==> src/rtl/window_handshake_ctrl.sv <==
// window_handshake_ctrl: issues a one-cycle request pulse, then accepts
// the target's ack only inside the [MIN_DLY, MAX_DLY] window measured from
// that pulse. Early acks and missing acks produce a one-cycle error pulse.
// Completions and errors are counted in saturating counters.
//
// Handshake: go is sampled only while ready is high (IDLE); a go seen in any
// other state is dropped, never queued. a_o is high for exactly one cycle per
// accepted go. b_i is only looked at while a transaction is open (ISSUE/WAIT).
// c_o is combinational from b_i in the cycle the ack lands in the window.
module window_handshake_ctrl #(
  parameter int MIN_DLY = 2,
  parameter int MAX_DLY = 3,
  parameter int CNT_W   = 16
) (
  input  logic             clk,
  input  logic             rst_n,
  input  logic             go,
  output logic             ready,
  output logic             a_o,
  input  logic             b_i,
  output logic             c_o,
  output logic             err_o,
  input  logic             clr_cnt,
  output logic [CNT_W-1:0] done_cnt,
  output logic [CNT_W-1:0] err_cnt,
  output logic [1:0]       state_o
);

  typedef enum logic [1:0] {
    S_IDLE  = 2'd0,
    S_ISSUE = 2'd1,
    S_WAIT  = 2'd2,
    S_ERR   = 2'd3
  } state_e;

  localparam logic [7:0]       MIN_K   = 8'(MIN_DLY);
  localparam logic [7:0]       MAX_K   = 8'(MAX_DLY);
  localparam logic [CNT_W-1:0] CNT_MAX = '1;
  localparam logic [CNT_W-1:0] CNT_ONE = CNT_W'(1);

  state_e           state_q, state_d;
  logic [7:0]       k_q, k_d;
  logic [CNT_W-1:0] done_q, err_q;

  logic busy;
  logic early_ack;
  logic accept;
  logic timeout;

  // Window decode: k counts cycles since the a_o cycle (k=0 during ISSUE).
  assign busy      = (state_q == S_ISSUE) || (state_q == S_WAIT);
  assign early_ack = busy && b_i && (k_q < MIN_K);
  assign accept    = busy && b_i && (k_q >= MIN_K) && (k_q <= MAX_K);
  assign timeout   = busy && !b_i && (k_q >= MAX_K);

  // State and delay counter registers.
  always_ff @(posedge clk or negedge rst_n) begin
    if (!rst_n) begin
      state_q <= S_IDLE;
      k_q     <= 8'd0;
    end else begin
      state_q <= state_d;
      k_q     <= k_d;
    end
  end

  // Next-state logic; the delay counter restarts from zero on every new issue.
  always_comb begin
    state_d = state_q;
    k_d     = 8'd0;
    case (state_q)
      S_IDLE:  if (go) state_d = S_ISSUE;
      S_ISSUE,
      S_WAIT: begin
        k_d = k_q + 8'd1;
        if (early_ack || timeout) state_d = S_ERR;
        else if (accept)          state_d = S_IDLE;
        else                      state_d = S_WAIT;
      end
      S_ERR:   state_d = S_IDLE;
      default: state_d = S_IDLE;
    endcase
  end

  // Outputs: pulses decoded from state, completion strobe from the live ack.
  always_comb begin
    ready = (state_q == S_IDLE);
    a_o   = (state_q == S_ISSUE);
    err_o = (state_q == S_ERR);
    c_o   = accept;
  end

  // Saturating counters; a clear overrides an increment in the same cycle.
  always_ff @(posedge clk or negedge rst_n) begin
    if (!rst_n) begin
      done_q <= '0;
      err_q  <= '0;
    end else if (clr_cnt) begin
      done_q <= '0;
      err_q  <= '0;
    end else begin
      if (accept && (done_q != CNT_MAX))           done_q <= done_q + CNT_ONE;
      if ((state_q == S_ERR) && (err_q != CNT_MAX)) err_q <= err_q + CNT_ONE;
    end
  end

  assign done_cnt = done_q;
  assign err_cnt  = err_q;
  assign state_o  = state_q;

endmodule

==> config.mk <==
export PLATFORM = sky130hd
export DESIGN_NAME = window_handshake_ctrl
export DESIGN_NICKNAME = d
export VERILOG_FILES = /design/src/rtl/window_handshake_ctrl.sv
export SDC_FILE = /design/constraint.sdc
export NUM_CORES = 1
export LEC_CHECK = 0
export ABC_AREA = 0
export BUFFER_PORTS_ARGS = -buffer_cell sky130_fd_sc_hd__clkbuf_2
export CORE_MARGIN = 3
export CORE_UTILIZATION = 40
export CTS_CLUSTER_SIZE = 8
export DETAILED_ROUTE_END_ITERATION = 7
export PLACE_DENSITY = 0.65
export SYNTH_ARGS = -nofsm -noshare
export SYNTH_HDL_FRONTEND = slang
export SYNTH_SLANG_ARGS = --single-unit
==> constraint.sdc <==
create_clock -name clk -period 6.9 [get_ports clk]
set_clock_uncertainty 0.05 [all_clocks]
set_input_delay 1.035 -clock clk [delete_from_list [all_inputs] [get_ports clk]]
set_output_delay 1.035 -clock clk [all_outputs]
set_load 0.01 [all_outputs]
# ---- Word-level counts from Yosys, hierarchy flattened
# Index checks and enable logic that the tools add are counted.
dict set report totals {
  regBits 42
  inputBits 5
  out_inout_bits 38
}
dict set report op_classes {
  n_lt_le_gt_ge 4
  reduce_logical 15
  n_eq_ne 6
  addsub 3
  n_mux 9
}
# cell count
set op_table {}
lappend op_table {{16-bit two-way mux} 4}
lappend op_table {{16-bit by 1-bit adder with 16-bit output (second input constant)} 2}
lappend op_table {{16-bit != test (second input constant)} 2}
lappend op_table {{8-bit by 2-bit >= comparator with 1-bit output (second input constant)} 2}
lappend op_table {{8-bit by 1-bit adder with 8-bit output (second input constant)} 1}
lappend op_table {{8-bit by 2-bit less-or-equal comparator with 1-bit output (second input constant)} 1}
lappend op_table {{1-bit logical AND} 8}
lappend op_table {{8-bit by 2-bit < comparator with 1-bit output (second input constant)} 1}
lappend op_table {{8-bit two-way mux} 1}
lappend op_table {{2-bit two-way mux} 3}
lappend op_table {{2-bit case mux with 3 select lines} 1}
lappend op_table {{2-bit equality test (second input constant)} 2}
lappend op_table {{2-bit nonzero test} 2}
lappend op_table {{2-bit by 1-bit equality test with 1-bit output (second input constant)} 1}
lappend op_table {{2-bit zero test} 1}
lappend op_table {{1-bit logical OR} 2}
lappend op_table {{2-bit != test (second input constant)} 1}
lappend op_table {{2-bit OR reduction} 1}
lappend op_table {{1-bit zero test} 1}

# ---- Depth between registers and ports, before layout
# Gate-level depths: netlist (run 1).
dict set report depth {
  depth_word 8
  depth_mapped 8
  depth_no_buf 7
}

# ---- Worst setup path before layout (run 1)
# OpenSTA, ideal clock, no wires.
dict set report synth_path {
  path_type {input -> output}
  startpoint {input port b_i}
  endpoint {output port c_o}
  path_stages 4
  setup_slack_ns 3.984
  n_path_buf 1
  required_ns 5.815
  t_arrival_ns 1.831
  cell_sequence {nor3b_1 > nand3_1 > clkbuf_1 > inv_1}
}
dict set report synth_via {
  elab_chain_len 3
}
# item line_no
set synth_lines {}
lappend synth_lines {{from (decl)} 20} ;# input logic b_i,
lappend synth_lines {{1-bit logical AND (3 in series)} 53} ;# assign accept = busy && b_i && (k_q >= MIN_K) && (k_q <= MAX_K);
lappend synth_lines {{to (decl)} 21} ;# output logic c_o,
# No other way between the ends.

# ---- Worst setup path in the final report (run 1)
# Same ends and word-level chain as after synthesis.

==> metrics.yaml, run 1 <==
status: "finished, final reports clean"
synth_edf_count: 0
drv_slew: 0
drtIter0Drc: 89
ys_ff_latch: 42
grt_pass1_wl_um: 10400
ir_drop_v: 0.000165
start_util: 0.424
p_leak_nw: 1.20
end_kind: "output pin"
routabilityCongestion: 0.780
async_flop_share: 1.00
holdWs_ns: 0.437
startpoint_type: "input pin"
r2r_setup_slack_ns: 4.49
synth_ff_type: "dfrtp_1"
core_um2: 5640
cp-endpoint: "c_o"
row_count: 27
drv_cap: 0
yosysTopAreaCell: "dfrtp_1"
min_path_type: "flop to flop"
yosys_warnings: 0
remaining_drc_errors: 0
powerDensity_nw_per_um2: 235
syn_to_final_growth_pct: 15.0
synth.distinct_cells: 43
pin_count: 43
tightest_slew_ns: 1.06
viasPerCell: 6.01
hold_viol_final: 0
r2r-start: "k_q[6]"
post_cts_buffers: 0
fin_crit_sh: 0.485
fp.dieW_um: 83.4
syn_inst: 257
numCtsBuffers: 5
dp_hpwl_um: 4030
synthTopCellsByArea: "dfrtp_1 44%, a21oi_1 5.2%, or4_1 4.4%"
critPathKind: "input pin to output pin"
nFillCells: 553
instances_no_fill: 370
rsz0062_at_grt: "no"
routedWlPerCell_um: 15.8
nets: 310
cts-hold-fix-buffers: 0
die_y_um: 83.4
grt_max_degree: 43
htree_levels: 2
synth.avg_cell_area_um2: 9.32
drt_pass1_iterations: 4
worst_r2r_path_depth: 4
n_antenna_cell: 0
clockBufferDepth: 2
slew-limit-headroom: 0.296
grt_usage: 0.180
synth_top_area_share: 0.439
fmax_ghz: 0.299
wl_um: 5840
worst_r2r_endpoint: "done_cnt[9]"
clock-sinks: 42
cts_resized: 0
crit_fanout: 13
finalSetupViolCount: 0
syn-num-nets: 270
dieArea_um2: 6950
cp.required_ns: 5.81
cts-root-buf: "clkbuf_8"
vias: 2225
cts_tree: "done"
cp.arrival_ns: 2.26
seq_area_frac_synth: 0.439
first_global_vias: 2211
dp_cells: 362
numPortBuffers: 42
layout-drive-gt1-share: 0.191
period_minus_slack_ns: 3.35
finalPower_uw: 647
netlist_area_um2: 2390
antenna_found_initial: 0
startpoint: "b_i"
insertion_delay_ns: 0.29
overflow: 0
ant_nets: 0
tns_ns: 0
clkTransAtPathRegs_ns: 0.08
## report_power, final
group | internal (mW) | switching (mW) | leakage (nW)
Sequential | 0.269 | 0.0324 | 0.579
Combinational | 0.0682 | 0.111 | 0.570
Clock | 0.0809 | 0.0861 | 0.0482
Total | 0.418 | 0.229 | 1.20
## worst max-delay path: stages
cell,delay (ns)
clkbuf_2,0.10
nor3b_1,0.37
nand3_1,0.43
inv_1,0.18
clkbuf_2,0.15
## logic make-up after synthesis
logic type               count (synthesis)  synth area share
AND/OR/NAND/NOR                        115             0.275
AO/OA/AOI/OAI                           66             0.181
flip-flops                              42             0.439
buffers and inverters                   18            0.0319
adder cells (fa/ha/maj)                  8            0.0418
XOR/XNOR                                 6            0.0219
multiplexers                             2           0.00940
## placed cells by master (no fill, tap or decap), drive strengths merged, types with 2 or more instances in the layout
| cell type | instances |
|---|---|
| a211oi | 3 |
| a21oi | 25 |
| a22oi | 2 |
| a41oi | 3 |
| and2 | 3 |
| and3 | 9 |
| and4 | 4 |
| clkbuf | 49 |
| clkinv | 2 |
| dfrtp | 42 |
| ha | 8 |
| inv | 7 |
| mux2 | 2 |
| nand2 | 16 |
| nand3 | 18 |
| nand4 | 10 |
| nor2 | 15 |
| nor2b | 3 |
| nor3 | 5 |
| nor3b | 2 |
| nor4 | 6 |
| o21ai | 8 |
| o311ai | 2 |
| o31ai | 9 |
| o41ai | 7 |
| or3 | 4 |
| or4 | 16 |
| xnor2 | 2 |
| xor2 | 4 |
## cell type report
| class | count | area [um^2] | share of cell area |
|---|---|---|---|
| clock buffer | 7 | 86.3 | 0.0313 |
| clock inverter | 1 | 5.00 | 0.00182 |
| inverter | 8 | 30.0 | 0.0109 |
| multi-input combinational | 197 | 1270 | 0.463 |
| sequential | 42 | 1050 | 0.382 |
| tap | 72 | 90.1 | 0.0327 |
| timing repair buffer | 43 | 218 | 0.0791 |
## per-stage QoR
step	utilization	area, um^2	worst slack, ns
floorplan	-	2390	3.98
global placement	0.472	2660	3.61
detailed placement	0.472	2660	3.58
CTS	0.488	2750	3.56
global route	0.488	2750	3.44
finish	0.488	2750	3.55
## state kept, by name, indices dropped and copies added, names as in the netlist
signal,flops
state_o,2
k_q,8
done_cnt,16
err_cnt,16
## layer usage
layer / GRT usage / routed length (um) / vias to the layer above
li1: - / - / 1082
met1: 0.234 / 2790 / 1089
met2: 0.303 / 2770 / 47
met3: 0.0327 / 218 / 7
met4: 0.0520 / 63 / 0
met5: 0 / 0 / -
## how the worst min path moves through the flow
stage | from | end | slack [ns] | cells after the start
2_1_floorplan | k_q[0] | k_q[0] | 0.39 | 1
3_3_place_gp | k_q[0] | k_q[0] | 0.42 | 1
3_5_place_dp | k_q[0] | k_q[0] | 0.43 | 1
4_1_cts | k_q[0] | k_q[0] | 0.44 | 1
5_1_grt | k_q[0] | k_q[0] | 0.47 | 1
6_report | k_q[0] | k_q[0] | 0.44 | 1
## Yosys cell counts, drive strengths merged (4+ instances only)
cell    count
nand4      10
nor2       15
or4        16
a21oi      25
dfrtp      42
o31ai       9
o41ai       7
and3        9
inv         7
o21ai       8
nor3        5
xor2        4
ha          8
nor4        6
nand2      16
or3         4
nand3      18
and4        4
clkbuf      8
(Power assumes the default switching activity.)
==> run 2, diff against run 1 <==
clock period = 3.2 ns   (was 6.9 ns; I/O delays follow)
==> run 2 against run 1 <==
Effect of this change: via count decreased by 1.3%; sequential power grew 120%; clock power grew 120%; first-iteration DRC count is 13% higher.
==> metrics.yaml, run 2 (synthesis results as in run 1) <==
status: "finished, final reports clean"
die_y_um: 83.4
fin_area_um2: 2770
rsz0062_at_grt: "no"
worst_slack_ns: 0.610
insertion_delay_ns: 0.29
remaining_drc_errors: 0
numCtsBuffers: 5
routabilityCongestion: 0.793
r2r_setup_slack_ns: 0.77
pin_count: 43
cp.arrival_ns: 2.06
hold_viol_final: 0
ant_nets: 0
clkTransAtPathRegs_ns: 0.09
startpoint: "k_q[6]"
grt_pass1_wl_um: 10100
drv_slew: 0
cp.required_ns: 2.67
row_count: 27
cts-hold-fix-buffers: 0
cts_tree: "done"
layout-drive-gt1-share: 0.197
clockBufferDepth: 2
tightest_slew_ns: 1.05
drt_pass1_iterations: 4
nFillCells: 558
fmax_ghz: 0.386
drtIter0Drc: 101
fin_crit_sh: 0.809
dp_slack_ns: 0.793
startpoint_type: "flop"
htree_levels: 2
critPathKind: "flop to output pin"
post_cts_buffers: 0
first_global_vias: 2124
syn_to_final_growth_pct: 15.5
dp_hpwl_um: 4050
n_antenna_cell: 0
worst_r2r_endpoint: "done_cnt[10]"
powerDensity_nw_per_um2: 502
end_kind: "output pin"
viasPerCell: 5.92
drv_cap: 0
fp.dieW_um: 83.4
start_util: 0.424
wl_um: 5750
core_um2: 5640
layout_common_cells: "42 x dfrtp_1, 42 x clkbuf_2, 25 x a21oi_1"
tns_ns: 0
finalSetupViolCount: 0
crit_fanout: 13
numPortBuffers: 42
cts-root-buf: "clkbuf_8"
dieArea_um2: 6950
min_path_type: "input pin to asynchronous set/reset pin"
finalPower_mw: 1.39
vias: 2195
clock-sinks: 42
grt_usage: 0.171
p_leak_nw: 1.20
grt_max_degree: 43
dpl_cell_area_um2: 2670
antenna_found_initial: 0
nets: 311
r2r-start: "k_q[6]"
cts_resized: 0
slew-limit-headroom: 0.299
ir_drop_v: 0.000334
overflow: 0
period_minus_slack_ns: 2.59
routedWlPerCell_um: 15.5
worst_r2r_path_depth: 4
==> run 2: cell count changes in the layout (fill, tap and decap cells not counted), sizes merged <==
| cell | change |
|---|---|
| buf | +1 |
| clkbuf | -1 |
| clkinvlp | +1 |
==> run 2: cell type report <==
type	count	area, um^2	share of cell area
Inverter	8	30.0	0.0109
Multi-Input combinational cell	197	1270	0.461
Clock inverter	2	12.5	0.00452
Sequential cell	42	1050	0.380
Timing Repair Buffer	44	225	0.0814
Clock buffer	6	82.6	0.0299
Tap cell	72	90.1	0.0326
==> run 2: worst max-delay path by stage <==
stage                              end  slack, ns  depth (start not counted)
after CTS                          c_o       0.61                          4
after detailed placement  done_cnt[10]       0.79                          4
after floorplan            done_cnt[7]       0.93                          5
after global placement    done_cnt[13]       0.83                          5
after global routing               c_o       0.38                          4
final                              c_o       0.61                          4
==> run 2: stage by stage <==
stage,hold slack [ns],util,cells
after floorplan,0.134,-,257
after detailed placement,0.417,0.473,363
after CTS,0.356,0.490,371
after global placement,0.418,0.473,363
after global routing,0.404,0.490,371
final,0.308,0.490,371
==> run 2: where the power goes <==
group          switching (mW)  internal, mW
clock network           0.186         0.174
registers              0.0689         0.580
logic                   0.233         0.148
total                   0.488         0.901
==> run 2: per-layer routing <==
layer / vias up / routed length [um] / part of all wire / track usage
li1: 1079 / - / - / -
met3: 2 / 245 / 0.043 / 0.0317
met2: 42 / 2830 / 0.49 / 0.277
met1: 1072 / 2650 / 0.46 / 0.235
met4: 0 / 25 / 0.0043 / 0.0446
met5: - / 0 / 0 / 0
==> run 2: worst max-delay path, cell delays in order, from the launching register on <==
cell	delay, ns
dfrtp_1	0.43
nor4_1	0.53
nand3_1	0.49
inv_1	0.18
clkbuf_2	0.15
